### src/rtl/reg_file_sb_if.sv
// Register file bundle: two read ports, one write port, reservation request and busy count.
// The master drives addresses/strobes; the slave (register file) returns data, busy flags and acceptance.
interface reg_file_sb_if #(
    parameter int DATA_W = 16,
    parameter int ADDR_W = 4
);
    logic [ADDR_W-1:0] rd_addr1;
    logic [ADDR_W-1:0] rd_addr2;
    logic [DATA_W-1:0] rd_data1;
    logic [DATA_W-1:0] rd_data2;
    logic              rd_busy1;
    logic              rd_busy2;
    logic              wr_en;
    logic [ADDR_W-1:0] wr_addr;
    logic [DATA_W-1:0] wr_data;
    logic              rsv_en;
    logic [ADDR_W-1:0] rsv_addr;
    logic              rsv_ok;
    logic [ADDR_W:0]   busy_count;

    modport master (
        output rd_addr1, rd_addr2, wr_en, wr_addr, wr_data, rsv_en, rsv_addr,
        input  rd_data1, rd_data2, rd_busy1, rd_busy2, rsv_ok, busy_count
    );

    modport slave (
        input  rd_addr1, rd_addr2, wr_en, wr_addr, wr_data, rsv_en, rsv_addr,
        output rd_data1, rd_data2, rd_busy1, rd_busy2, rsv_ok, busy_count
    );
endinterface

### src/rtl/reg_file_sb.sv
// 2R1W register file with per-register busy scoreboard; reads combinational, writes land in 1 cycle.
// A reservation to a busy register is refused (rsv_ok=0) unless the same cycle's write frees it.
module reg_file_sb #(
    parameter int DATA_W   = 16,
    parameter int ADDR_W   = 4,
    parameter int ZERO_REG = 0,
    parameter int BYPASS   = 1
) (
    input logic          clk,
    input logic          rst,
    reg_file_sb_if.slave bus
);
    localparam int DEPTH    = 1 << ADDR_W;
    localparam int CNT_W    = ADDR_W + 1;
    localparam bit HAS_ZERO = (ZERO_REG != 0);
    localparam bit HAS_BYP  = (BYPASS != 0);

    logic [DATA_W-1:0] regs [DEPTH];
    logic [DEPTH-1:0]  busy;
    logic [DEPTH-1:0]  busy_nxt;
    logic [CNT_W-1:0]  busy_count;

    logic [ADDR_W-1:0] rd_addr [2];
    logic [DATA_W-1:0] rd_data [2];
    logic              rd_busy [2];

    logic wr_eff;
    logic rsv_ok;
    logic rsv_set;
    logic cnt_inc;
    logic cnt_dec;

    assign rd_addr[0] = bus.rd_addr1;
    assign rd_addr[1] = bus.rd_addr2;

    // Writes to the hardwired zero register are dropped entirely.
    assign wr_eff = bus.wr_en && !(HAS_ZERO && (bus.wr_addr == '0));

    always_comb begin
        for (int p = 0; p < 2; p++) begin
            rd_data[p] = regs[rd_addr[p]];
            rd_busy[p] = busy[rd_addr[p]];
            if (HAS_ZERO && (rd_addr[p] == '0)) begin
                rd_data[p] = '0;
                rd_busy[p] = 1'b0;
            end else if (HAS_BYP && bus.wr_en && (rd_addr[p] == bus.wr_addr)) begin
                rd_data[p] = bus.wr_data;
                rd_busy[p] = 1'b0;
            end
        end
    end

    assign rsv_ok  = bus.rsv_en &&
                     (!busy[bus.rsv_addr] || (bus.wr_en && (bus.wr_addr == bus.rsv_addr)));
    assign rsv_set = rsv_ok && !(HAS_ZERO && (bus.rsv_addr == '0));

    // Reservation is applied after the write so a new producer wins over the landing one.
    always_comb begin
        busy_nxt = busy;
        if (wr_eff) begin
            busy_nxt[bus.wr_addr] = 1'b0;
        end
        if (rsv_set) begin
            busy_nxt[bus.rsv_addr] = 1'b1;
        end
    end

    assign cnt_inc = rsv_set && !busy[bus.rsv_addr];
    assign cnt_dec = wr_eff && busy[bus.wr_addr] &&
                     !(rsv_set && (bus.rsv_addr == bus.wr_addr));

    always_ff @(posedge clk or posedge rst) begin
        if (rst) begin
            for (int i = 0; i < DEPTH; i++) begin
                regs[i] <= '0;
            end
            busy       <= '0;
            busy_count <= '0;
        end else begin
            if (wr_eff) begin
                regs[bus.wr_addr] <= bus.wr_data;
            end
            busy       <= busy_nxt;
            busy_count <= busy_count + CNT_W'(cnt_inc) - CNT_W'(cnt_dec);
        end
    end

    assign bus.rd_data1   = rd_data[0];
    assign bus.rd_data2   = rd_data[1];
    assign bus.rd_busy1   = rd_busy[0];
    assign bus.rd_busy2   = rd_busy[1];
    assign bus.rsv_ok     = rsv_ok;
    assign bus.busy_count = busy_count;
endmodule

### src/flat_wrapper.sv
// flat-port wrapper written by rule: the top's interface ports become plain ports
module reg_file_sb_flat 
#(
    parameter int DATA_W   = 16,
    parameter int ADDR_W   = 4,
    parameter int ZERO_REG = 0,
    parameter int BYPASS   = 1
)
  (clk, rst, bus_rd_addr1, bus_rd_addr2, bus_wr_en, bus_wr_addr, bus_wr_data, bus_rsv_en, bus_rsv_addr, bus_rd_data1, bus_rd_data2, bus_rd_busy1, bus_rd_busy2, bus_rsv_ok, bus_busy_count);
  reg_file_sb_if #(.DATA_W(DATA_W), .ADDR_W(ADDR_W)) bus_i ();
  input logic clk;
  input logic rst;
  input wire logic [$bits(bus_i.rd_addr1)-1:0] bus_rd_addr1;
  input wire logic [$bits(bus_i.rd_addr2)-1:0] bus_rd_addr2;
  input wire logic [$bits(bus_i.wr_en)-1:0] bus_wr_en;
  input wire logic [$bits(bus_i.wr_addr)-1:0] bus_wr_addr;
  input wire logic [$bits(bus_i.wr_data)-1:0] bus_wr_data;
  input wire logic [$bits(bus_i.rsv_en)-1:0] bus_rsv_en;
  input wire logic [$bits(bus_i.rsv_addr)-1:0] bus_rsv_addr;
  output wire logic [$bits(bus_i.rd_data1)-1:0] bus_rd_data1;
  output wire logic [$bits(bus_i.rd_data2)-1:0] bus_rd_data2;
  output wire logic [$bits(bus_i.rd_busy1)-1:0] bus_rd_busy1;
  output wire logic [$bits(bus_i.rd_busy2)-1:0] bus_rd_busy2;
  output wire logic [$bits(bus_i.rsv_ok)-1:0] bus_rsv_ok;
  output wire logic [$bits(bus_i.busy_count)-1:0] bus_busy_count;
  assign bus_i.rd_addr1 = bus_rd_addr1;
  assign bus_i.rd_addr2 = bus_rd_addr2;
  assign bus_i.wr_en = bus_wr_en;
  assign bus_i.wr_addr = bus_wr_addr;
  assign bus_i.wr_data = bus_wr_data;
  assign bus_i.rsv_en = bus_rsv_en;
  assign bus_i.rsv_addr = bus_rsv_addr;
  assign bus_rd_data1 = bus_i.rd_data1;
  assign bus_rd_data2 = bus_i.rd_data2;
  assign bus_rd_busy1 = bus_i.rd_busy1;
  assign bus_rd_busy2 = bus_i.rd_busy2;
  assign bus_rsv_ok = bus_i.rsv_ok;
  assign bus_busy_count = bus_i.busy_count;
  reg_file_sb #(.DATA_W(DATA_W), .ADDR_W(ADDR_W), .ZERO_REG(ZERO_REG), .BYPASS(BYPASS)) u_core (.clk(clk), .rst(rst), .bus(bus_i));
endmodule
### config.mk
export PLATFORM = sky130hd
export DESIGN_NAME = reg_file_sb_flat
export DESIGN_NICKNAME = d
export VERILOG_FILES = /design/src/rtl/reg_file_sb_if.sv /design/src/rtl/reg_file_sb.sv /design/src/flat_wrapper.sv
export SDC_FILE = /design/constraint.sdc
export NUM_CORES = 1
export LEC_CHECK = 0
export BUFFER_PORTS_ARGS = -buffer_cell sky130_fd_sc_hd__buf_2
export CAP_MARGIN = 15
export CORE_MARGIN = 2
export CORE_UTILIZATION = 27
export CTS_CLUSTER_SIZE = 14
export DETAILED_ROUTE_END_ITERATION = 8
export GPL_TIMING_DRIVEN = 0
export SYNTH_ARGS = -nofsm -noshare
export SYNTH_HDL_FRONTEND = slang
export SYNTH_SLANG_ARGS = --single-unit
### constraint.sdc
create_clock -name clk -period 25.3 [get_ports clk]
set_input_delay 3.795 -clock clk [delete_from_list [all_inputs] [get_ports clk]]
set_output_delay 3.795 -clock clk [all_outputs]
set_load 0.02 [all_outputs]
# Word level (Yosys, flattened, before mapping)

Index checks and enable logic that the tools add are counted.

Register bits: 277
Output and inout port bits: 40
Input port bits: 36

Bitwise operators: 6
Add/subtract/negate cells: 2
Muxes and demuxes: 27
Reductions and logical operators: 14
Order comparisons: 10
Equal/unequal tests: 4

Operators by type and width:

| kind               | count |
|---|---|
| $bwmux 256         | 1 |
| $mux 16            | 9 |
| $bmux 16 s4        | 2 |
| $demux 16 s4       | 1 |
| $lt 4x5->1 const B | 4 |
| $and 16x16->16     | 1 |
| $bmux 1 s4         | 4 |
| $eq 4x4->1         | 4 |
| $not 16->16        | 1 |
| $or 16x16->16      | 1 |
| $ge 5x5->1 const B | 3 |
| $not 4->5          | 3 |
| $logic_and 1x1->1  | 11 |
| $demux 1 s4        | 2 |
| $ge 4x1->1 const B | 2 |
| $mux 1             | 8 |
| $add 5x1->5        | 1 |
| $lt 5x1->1 const B | 1 |
| $sub 5x1->5        | 1 |
| $logic_not 1->1    | 2 |
| $logic_or 1x1->1   | 1 |

# Logic depth before layout (Yosys ltp)

Gate-level depths: netlist of the first run.

Word-level depth: 9
Mapped depth: 12
Mapped depth without buffers: 11

# Least setup slack after synthesis of the first run

OpenSTA, ideal clock, no wires.

Kind: input to output
Start point: in bus_rd_addr1[0]
End point: out bus_rd_data1[0]
Stages: 6
Data required time: 21505 ps
Setup slack: 16170 ps
Arrival time: 5335 ps
Cells stage by stage: clkbuf_1 -> buf_2 -> mux4_2 -> mux2i_1 -> mux2i_1 -> mux2_2

Word-level cells in the longest chain between the ends: 5

Ends and longest elaborated chain:

| element                                     | RTL line           | source |
|---|---|---|
| from (decl)                                 | flat_wrapper.sv:13 | `input wire logic [$bits(bus_i.rd_addr1)-1:0] bus_rd_addr1;` |
| $not 4->5 (implied by the code)             | reg_file_sb.sv:41  | `rd_data[p] = regs[rd_addr[p]];` |
| $bmux 16 s4                                 | reg_file_sb.sv:41  |  |
| $mux 16 (implied by the code) (2 in series) | reg_file_sb.sv:41  |  |
| $mux 16 (*)                                 | reg_file_sb.sv:46  | `end else if (HAS_BYP && bus.wr_en && (rd_addr[p] == bus.wr_addr)) begin` |
| to (decl)                                   | flat_wrapper.sv:20 | `output wire logic [$bits(bus_i.rd_data1)-1:0] bus_rd_data1;` |

Mark *: on every way between the ends. The rest lies on a longest branch, timed or not. The select of a mux whose other input is x is not followed.

# Worst setup path in the final report of the first run

Start point: in bus_rd_addr2[3]
End point: out bus_rd_data2[1]

Word-level cells in the longest chain between the ends: 5

Ends and longest elaborated chain:

| element                                     | RTL line           | source |
|---|---|---|
| from (decl)                                 | flat_wrapper.sv:14 | `input wire logic [$bits(bus_i.rd_addr2)-1:0] bus_rd_addr2;` |
| $not 4->5 (implied by the code)             | reg_file_sb.sv:41  |  |
| $bmux 16 s4                                 | reg_file_sb.sv:41  |  |
| $mux 16 (implied by the code) (2 in series) | reg_file_sb.sv:41  |  |
| $mux 16 (*)                                 | reg_file_sb.sv:46  |  |
| to (decl)                                   | flat_wrapper.sv:21 | `output wire logic [$bits(bus_i.rd_data2)-1:0] bus_rd_data2;` |

Marks and branches as above.

==> impl_metrics.csv, run 1 <==
group,metric,value,unit
run_status,status,"complete, no violations",
layout,antenna_cells,0,
sta,hold_violations,0,
critical_path,startpoint_type,"primary input",
critical_path,worst_ep_required_time,21.50,ns
sta,fin_tns_setup,0,ns
synth,yosys_warnings,0,
layout,finalInstanceArea,18200,um^2
synth,async_reset_ff_share,100.0,%
synth,synth_top_area_cell,"dfrtp_1",
cts,clk_latency,0.57,ns
sta,setup_viol,0,
synth,syn-cell-area,15890,um^2
sta,slew_headroom,16.61,%
power,power_switching_share,30.58,%
cts,postCtsSetupBuffers,0,
synth,netlist.area_leader.share,43.62,%
sta,finalCriticalPeriod,10.11,ns
detailed_routing,num_vias,10230,
layout,final_layout_size_suffix_gt1_share,53.75,%
global_routing,grt_max_degree,100,
placed_design,gp_congestion,0.8376,
power,power.density,83.27,nW/um^2
detailed_routing,wl_per_cell,25.71,um
sta,period_share,39.97,%
placed_design,dp_hpwl,34.46,mm
synth,synthCells,1040,
global_routing,grt_pass1_vias,10580,
floorplan,die_area,60810,um^2
detailed_routing,drc,0,
synth,ys_ff_latch,277,
global_routing,gr-total-overflow,0,
layout,nets,1181,
cts,ctsResizeCount,0,
cts,cts-buffers-inserted,31,
sta,rsz0062_at_grt,"false",
floorplan,fp.dieW,246.6,um
detailed_routing,drt_iter0_drc,861,
cts,postCtsHoldBufs,0,
floorplan,die_h,246.6,um
critical_path,critPathCaptureType,"output pin",
cts,cts.sinks,277,
floorplan,rows,88,
critical_path,arrival,6.32,ns
sta,setup_slack,15.19,ns
synth,synthFlopType,"dfrtp_1",
job,maxCapViolations,0,
floorplan,core-area,57920,um^2
synth,syn_avg_cell_area,15.28,um^2
placed_design,dpl_cell_area,17230,um^2
cts,clkTransAtPathRegs,0.07,ns
sta,clock_skew,0.004518,ns
detailed_routing,vias_per_cell,5.316,
power,combPwrFrac,29.1,%
synth,yosys.cell_count.top_type,"mux2_2",
placed_design,numPortBuffers,64,
min_path,hp-class,"reg2reg",
power,p_int,0.001052,W
global_routing,grt_pass1_wl,72.37,mm
cts,cts_htree_levels,1,
synth,synth_edf_count,0,
sta,maxSlewViolCount,0,
floorplan,start_util,27.44,%
detailed_routing,drtPass1Iterations,5,
placed_design,dp_slack,15.22,ns
cts,cts.path.max_buffers,3,
synth,yosys-top-cells-area,"dfrtp_1, mux2_2, mux4_2",
sta,fmaxAchievable,98.88,MHz
power,clockPowerShare,29.2,%
power,p_leak,7.610,nW
synth,yosysSeqAreaShare,43.62,%
power,p_switching,0.0004635,W
synth,synth_nets,1082,
layout,area_growth_syn_to_layout,14.55,%
sta,worst_pin_slew,1.251,ns
cts,cts_tree,"yes",
detailed_routing,drt-total-wl,49.46,mm
power,p_total,0.001516,W
critical_path,critPathKind,"in2out",
power,irDropWorstVdd,0.03999,mV
global_routing,antenna_found_initial,1,
power,seq_power_share,41.7,%
cts,clock-root-buffer,"clkbuf_16",
synth,yosys-top-cells-count,"mux2_2, dfrtp_1, mux4_2, mux2i_1, buf_2",
layout,fillers,5805,
detailed_routing,drtAntennaViolNets,0,
synth,synth_cell_type_count,44,
global_routing,track_usage,16.28,%
floorplan,ioPinCount,76,
critical_path,crit_fanout,10,
flip-flops by register name, indices dropped and copies added (netlist names):
signal / count
u_core.regs: 256
u_core.busy: 16
u_core.bus.busy_count: 5
layer usage:
layer	GRT usage, %	share of wire (%)	up-vias
met5	0	0.026	-
met2	25.45	47	359
met1	23.63	45	5579
met4	3.278	1.7	2
li1	-	-	4228
met3	2.821	6.3	60
worst max-delay path, stage by stage:
cell	delay, ns
buf_2	0.23
buf_2	0.41
buf_2	0.50
mux4_2	0.38
mux2i_1	0.25
mux2i_1	0.22
mux2_2	0.34
buf_2	0.16
placed cells by master, fill, tap and decap left out, types with 4 or more instances in the layout:
cell type	netlist	final
clkinv_2	0	6
inv_1	11	10
buf_1	7	7
clkbuf_1	21	28
a221o_1	8	8
o31ai_1	6	6
ha_1	5	5
buf_2	57	121
nand2b_1	8	8
xor2_1	10	10
a211oi_1	4	4
nor4_1	6	6
o21ai_0	6	6
clkbuf_16	0	31
dfrtp_1	277	277
mux2i_1	101	101
xnor2_1	6	6
mux4_2	142	142
buf_6	6	6
mux2_2	288	288
clkbuf_8	0	8
nor2_1	17	17
nand2_1	10	10
buf_4	6	6
stage by stage:
stage / hold slack (ns) / cells / util, %
6_report: 0.5226 / 1924 / 31.43
5_1_grt: 0.5289 / 1924 / 31.43
4_1_cts: 0.5224 / 1924 / 31.43
3_5_place_dp: 0.5084 / 1871 / 29.75
3_3_place_gp: 0.4997 / 1869 / 29.64
2_1_floorplan: 0.4878 / 1040 / -
layout make-up:
cell class / instances / area [um^2] / share of cell area, %
Clock inverter: 7 / 60.06 / 0.3299
Buffer: 97 / 503.0 / 2.763
Tap cell: 765 / 957.2 / 5.258
Timing Repair Buffer: 66 / 375.4 / 2.062
Sequential cell: 277 / 6932 / 38.08
Inverter: 11 / 48.80 / 0.2681
Clock buffer: 46 / 912.1 / 5.011
Multi-Input combinational cell: 655 / 8414 / 46.23
worst paths after layout:
kind                             startpoint                       end  slack [ns]  cells past startpoint
setup / recovery            bus_rd_addr2[3]           bus_rd_data2[1]       15.19                      8
hold / removal             u_core.regs[165]          u_core.regs[165]        0.52                      1
setup reg to reg            u_core.busy[12]  u_core.bus.busy_count[4]       22.14                     10
hold reg to reg            u_core.regs[165]          u_core.regs[165]        0.52                      1
max in group asynchronous               rst           u_core.regs[92]       20.56                      4
min in group asynchronous               rst          u_core.regs[112]        3.32                      2
cells by family after synthesis:
family	Yosys count	share of synthesized area, %
simple gates	66	2.575
flops	277	43.62
mux	533	47.23
compound gates	34	1.748
buf+inv	108	3.425
fa+ha+maj	6	0.5197
xor+xnor	16	0.8819
power by group through the flow:
stage | logic [W] | clock network [W] | registers (W)
floorplan | 0.000331 | 0 | 0.000615
finish | 0.000441 | 0.000443 | 0.000632
detailed placement | 0.000441 | 0 | 0.000637
CTS | 0.000444 | 0.000449 | 0.000629
global route | 0.000473 | 0.000468 | 0.000646
global placement | 0.000433 | 0 | 0.000628
Power figures use the tool's default switching activity.
==> run 2, diff against run 1 <==
Settings changed: ABC_AREA from default to 1.
Clock period 25.3 ns to 9.15 ns, I/O delays scaled along.
==> run 2 against run 1 <==
Compared with the run above: total power increased to 2.8 times the previous value; largest power group unchanged; highest routed layer is now met4; critical endpoint is now bus_rd_data1[14]; clock skew about the same; sequential cell count unchanged.
==> impl_metrics.csv, run 2 <==
group,metric,value,unit
detailed_routing,wl_per_cell,27.21,um
cts,cts-buffers-inserted,34,
critical_path,arrival,4.15,ns
power,p_int,0.002676,W
sta,fin_tns_setup,0,ns
critical_path,ff2ff_path_depth,13,
power,power.density,229.1,nW/um^2
synth,async_reset_ff_share,100.0,%
synth,synth_top_area_cell,"dfrtp_1",
detailed_routing,drt-total-wl,84.74,mm
sta,fmaxAchievable,181.2,MHz
critical_path,worstSetupEndpoint,"bus_rd_data1[14]",
sta,setup_slack,3.632,ns
sta,rsz0062_at_grt,"false",
power,power_switching_share,36.81,%
run_status,status,"complete, no violations",
cts,ctsResizeCount,0,
synth,synth_edf_count,0,
detailed_routing,drtPass1Iterations,6,
global_routing,gr-total-overflow,0,
critical_path,timing.rr.end,"u_core.bus.busy_count[4]",
floorplan,start_util,27.23,%
detailed_routing,num_vias,17470,
critical_path,critPathLaunch,"bus_rd_addr1[0]",
placed_design,dp.cells,3057,
synth,netlist.area_leader.share,43.29,%
critical_path,cp_common_cell,"buf_2",
power,p_switching,0.001559,W
layout,post-route-util,31.44,%
sta,period_share,60.31,%
critical_path,cpMaxStageDelayCell,"clkbuf_1",
floorplan,die_area,61260,um^2
layout,fillers,6483,
power,clockPowerShare,33.4,%
layout,largest_register_ffs,256,
floorplan,fp.dieW,247.5,um
detailed_routing,drc,0,
critical_path,startpoint_type,"primary input",
layout,multiInputGateArea,7559,um^2
detailed_routing,route.met3.wl,8.477,mm
detailed_routing,top_layer,"met4",
synth,synth_nets,2260,
floorplan,ioPinCount,76,
cts,postCtsHoldBufs,0,
cts,clk_latency,0.55,ns
critical_path,crit_chain,"buf_2, buf_2, clkbuf_1, o21ai_0, nand3_1, nand3_1, nand2_1, nand2_1, o21ai_0, buf_2",
power,irDropWorstVdd,0.1252,mV
sta,worst_pin_slew,1.208,ns
layout,layout_common_cells,"nand2_1, o21ai_0, dfrtp_1",
global_routing,track_usage,27.38,%
floorplan,rows,89,
detailed_routing,wl_met2,34.60,mm
synth,yosys_warnings,0,
layout,final_layout_size_suffix_gt1_share,9.274,%
synth,yosys-top-cells-area,"dfrtp_1, nand2_1, o21ai_0",
detailed_routing,drt_iter0_drc,2713,
power,seq_power_share,40.2,%
sta,finalCriticalPeriod,5.518,ns
sta,setup_viol,0,
detailed_routing,vias_per_cell,5.611,
cts,clock-root-buffer,"clkbuf_16",
critical_path,reg2reg_slack,6.68,ns
cts,cts_tree,"yes",
cts,clkTransAtPathRegs,0.06,ns
cts,postCtsSetupBuffers,0,
critical_path,worst_ep_required_time,7.78,ns
synth,syn_avg_cell_area,7.218,um^2
power,combPwrFrac,26.4,%
layout,final_cells,3114,
detailed_routing,drtAntennaViolNets,0,
placed_design,dp_slack,3.831,ns
global_routing,grt_pass1_wl,119.1,mm
synth,syn-cell-area,16010,um^2
layout,top_register,"u_core.regs",
critical_path,critPathKind,"in2out",
floorplan,core-area,58800,um^2
global_routing,antenna_found_initial,2,
global_routing,grt_max_degree,121,
synth,yosys-top-cells-count,"nand2_1, o21ai_0, dfrtp_1, nand3_1, inv_1",
layout,top_regs,"u_core.regs (256), u_core.busy (16), u_core.bus.busy_count (5)",
placed_design,dp_hpwl,64.71,mm
sta,maxSlewViolCount,0,
sta,slew_headroom,19.46,%
layout,nets,2362,
power,p_leak,8.470,nW
layout,final_common_cell,"nand2_1",
sta,hold_violations,0,
cts,cts_htree_levels,2,
synth,synth_cell_type_count,27,
critical_path,critPathCaptureType,"output pin",
floorplan,die_h,247.5,um
placed_design,gp_congestion,1.055,
synth,synthFlopType,"dfrtp_1",
layout,layout.area.seq,6932,um^2
synth,ys_ff_latch,277,
synth,yosysSeqAreaShare,43.29,%
job,maxCapViolations,0,
critical_path,rr_startpoint,"u_core.busy[7]",
min_path,hp-class,"reg2reg",
cts,cts.sinks,277,
placed_design,numPortBuffers,64,
detailed_routing,wl_met1,36.45,mm
critical_path,slowest_delay,0.86,ns
cts,cts.path.max_buffers,3,
synth,yosys.cell_count.top_type,"nand2_1",
layout,area_growth_syn_to_layout,15.44,%
synth,synthCells,2218,
sta,clock_skew,0.004988,ns
critical_path,crit_fanout,10,
global_routing,grt_pass1_vias,15960,
==> run 2: cell count changes in the layout (fill, tap and decap cells not counted), moves of 142 or more <==
cell and change:
nand2_1 +553, mux2_2 -288, inv_1 +167, nand3_1 +211, o21ai_0 +411, mux4_2 -142, a21oi_1 +159
==> run 2: worst max-delay path, delay by kind of cell <==
family / cells / cell delay (ns)
compound gates: 2 / 0.31
simple gates: 4 / 0.78
buf+inv: 4 / 1.66
==> run 2: logic make-up (layout without fill, tap and decap cells) <==
group,Yosys count,after routing,share of synthesized area (%)
adders and majority gates,6,6,0.5158
DFF,277,277,43.29
buffers and inverters,372,494,9.495
AOI/OAI and AO/OA,727,727,25.03
other,0,1,0
and+or+nand+nor,831,831,21.39
xor gates and xnor gates,5,5,0.2736
==> run 2: metal layers <==
| metal | up-vias | track usage, % |
|---|---|---|
| li1 | 7665 | - |
| met1 | 8510 | 38.56 |
| met2 | 1079 | 38.65 |
| met3 | 219 | 6.055 |
| met4 | 0 | 14.90 |
| met5 | - | 0 |
==> run 2: power by group through the flow <==
stage	Sequential (W)	Clock (W)	Combinational [W]
floorplan	0.00166	0	0.000677
global placement	0.00170	0	0.00107
detailed placement	0.00171	0	0.00108
CTS	0.00169	0.00143	0.00108
global route	0.00173	0.00147	0.00122
finish	0.00170	0.00142	0.00112
==> run 2: area by class of cell <==
class	count	share of cell area, %
clock inverter	11	0.9004
clock buffer	45	5.158
antenna	1	0.01354
buffer	185	4.427
inverter	187	3.838
multi-input combinational	1569	40.89
timing repair buffer	66	2.031
tap	773	5.233
sequential	277	37.50
==> run 2: worst min path at each step <==
stage                          start               end  slack, ns  cells after the start
floorplan             u_core.regs[0]    u_core.regs[0]       0.45                      2
global placement     u_core.regs[66]   u_core.regs[66]       0.47                      2
detailed placement  u_core.regs[203]  u_core.regs[203]       0.47                      2
CTS                 u_core.regs[203]  u_core.regs[203]       0.49                      2
global route          u_core.regs[7]    u_core.regs[7]       0.51                      2
finish              u_core.regs[129]  u_core.regs[129]       0.49                      2
==> run 2: through the flow <==
step	hold slack, ns	total power [W]	area (um^2)
4_1_cts	0.4883	0.004200	18480
3_3_place_gp	0.4655	0.002774	17300
2_1_floorplan	0.4530	0.002333	16010
3_5_place_dp	0.4733	0.002790	17360
5_1_grt	0.5089	0.004424	18480
6_report	0.4855	0.004235	18480
==> run 3, diff against run 2 <==
Clock period 9.15 ns to 5.75 ns, I/O delays scaled along.
==> run 3 against run 2 <==
Compared with the run above: non-clock buffer count up 6; critical endpoint is now bus_rd_data2[14]; worst setup slack worse by 2.3 ns; utilization up 0.098 points; clock power up 52%; combinational power up 60%; design area up 0.31%; highest routed layer is now met5; sequential share of layout area down 0.12 points.
==> impl_metrics.csv, run 3 (synthesized netlist as in run 2, its figures left out) <==
group,metric,value,unit
detailed_routing,drt_iter0_drc,2263,
sta,worst_pin_slew,1.229,ns
sta,slew_headroom,18.06,%
layout,top_regs,"u_core.regs (256), u_core.busy (16), u_core.bus.busy_count (5)",
detailed_routing,drc,0,
cts,cts_tree,"yes",
floorplan,start_util,27.23,%
layout,antenna_cells,0,
placed_design,dp.cells,3063,
critical_path,worst_ep_required_time,4.89,ns
critical_path,slowest_delay,0.68,ns
sta,rsz0062_at_grt,"false",
sta,finalCriticalPeriod,4.375,ns
cts,cts-buffers-inserted,31,
cts,cts.path.max_buffers,3,
detailed_routing,drtPass1Iterations,6,
cts,clock-root-buffer,"clkbuf_16",
critical_path,startpoint_type,"primary input",
floorplan,die_h,247.5,um
global_routing,grt_max_degree,42,
detailed_routing,num_vias,17270,
floorplan,die_area,61260,um^2
sta,setup_viol,0,
layout,final_layout_size_suffix_gt1_share,9.506,%
sta,fmaxAchievable,228.6,MHz
global_routing,antenna_found_initial,1,
layout,top_register,"u_core.regs",
critical_path,cp_num_buf_inv,4,
critical_path,critPathCaptureType,"output pin",
cts,cts_htree_levels,1,
layout,fillers,6385,
sta,period_share,76.09,%
layout,largest_register_ffs,256,
cts,cts.sinks,277,
critical_path,cpMaxStageDelayCell,"clkbuf_1",
global_routing,track_usage,27.06,%
layout,final_common_cell,"nand2_1",
power,irDropWorstVdd,0.2292,mV
sta,clock_skew,0.008758,ns
floorplan,core-area,58800,um^2
placed_design,numPortBuffers,64,
min_path,hp-class,"in2async",
floorplan,fp.dieW,247.5,um
placed_design,gp_congestion,1.050,
global_routing,gr-total-overflow,0,
layout,area_growth_syn_to_layout,15.80,%
critical_path,arrival,3.51,ns
detailed_routing,drtAntennaViolNets,0,
power,p_leak,8.492,nW
run_status,status,"complete, no violations",
placed_design,dp_hpwl,65.02,mm
cts,postCtsSetupBuffers,0,
floorplan,ioPinCount,76,
floorplan,rows,89,
cts,ctsResizeCount,0,
detailed_routing,drt-total-wl,84.29,mm
cts,postCtsHoldBufs,0,
critical_path,critPathKind,"in2out",
critical_path,crit_chain,"buf_4, buf_2, clkbuf_1, o21ai_0, nand3_1, nand3_1, nand2_1, nand2_1, o21ai_0, buf_2",
cts,clkTransAtPathRegs,0.06,ns
global_routing,grt_pass1_vias,15850,
critical_path,crit_fanout,10,
sta,hold_violations,0,
critical_path,cpLargestDelayFamily,"buffers and inverters",
layout,final_cells,3119,
layout,layout_common_cells,"nand2_1, o21ai_0, dfrtp_1",
cts,clk_latency,0.60,ns
detailed_routing,wl_per_cell,27.03,um
layout,nets,2365,
placed_design,dp_slack,1.579,ns
detailed_routing,vias_per_cell,5.536,
power,power.density,359.6,nW/um^2
global_routing,grt_pass1_wl,118.2,mm
sta,setup_slack,1.375,ns
sta,maxSlewViolCount,0,
job,maxCapViolations,0,
==> run 3: cell count changes in the layout (fill, tap and decap cells not counted), moves of 2 or more <==
cell / delta
buf_12: +8
buf_16: -2
clkbuf_16: -4
clkinv_2: +2
clkinvlp_4: +2
==> run 3: where the power goes <==
group | switching [W] | internal [W]
Sequential | 0.000329 | 0.00238
Clock | 0.000894 | 0.00127
Combinational | 0.00125 | 0.000537
==> run 3: metrics by stage <==
stage	power, W	setup TNS [ns]	utilization [%]	hold WS [ns]	cell area [um^2]
after floorplan	0.003714	0	-	0.4530	16010
after global placement	0.004419	-194.11	29.43	0.4660	17300
after global routing	0.006953	0	31.53	0.3854	18540
after detailed placement	0.004459	0	29.70	0.4730	17460
final	0.006667	0	31.53	0.3334	18540
after CTS	0.006612	0	31.53	0.3317	18540
==> run 3: worst register-to-register path, stage by stage, from the launching register on <==
cell and delay, ns:
dfrtp_1 0.45, a22oi_1 0.22, nand2_1 0.07, nand2_1 0.06, nand2_1 0.05, nor2_1 0.17
nor2_1 0.10, ha_1 0.28, inv_1 0.04, ha_1 0.20, fa_1 0.44, nand3_1 0.10
nand2_1 0.07, xor2_1 0.14
==> run 3: path summary, 6_finish.rpt <==
| path | from | endpoint | slack, ns | cells past startpoint |
|---|---|---|---|---|
| worst max register to register | u_core.busy[4] | u_core.bus.busy_count[4] | 3.24 | 13 |
| worst max-delay path | bus_rd_addr2[0] | bus_rd_data2[14] | 1.37 | 10 |
| worst min-delay path | rst | u_core.regs[119] | 0.33 | 2 |
| max in group asynchronous | rst | u_core.busy[10] | 4.23 | 5 |
| min in group clk | u_core.regs[134] | u_core.regs[134] | 0.49 | 2 |
| worst min register to register | u_core.regs[134] | u_core.regs[134] | 0.49 | 2 |
==> run 3: metal layers <==
metal	share of wire, %	GRT usage, %	vias up
met5	0.017	0	-
met4	6.0	14.28	2
met3	10	6.131	209
met2	42	39.20	1030
met1	42	37.35	8357
li1	-	-	7668
==> run 3: cell type report <==
cell class	instances	area (um^2)	share of cell area (%)
multi-input cells	1569	7559	40.77
repair buffers	72	480.5	2.591
flip-flops and latches	277	6932	37.39
inverters	187	705.7	3.806
plain buffers	185	818.3	4.414
clock buffers	41	853.3	4.603
well taps	773	967.2	5.217
clock inverters	15	225.2	1.215
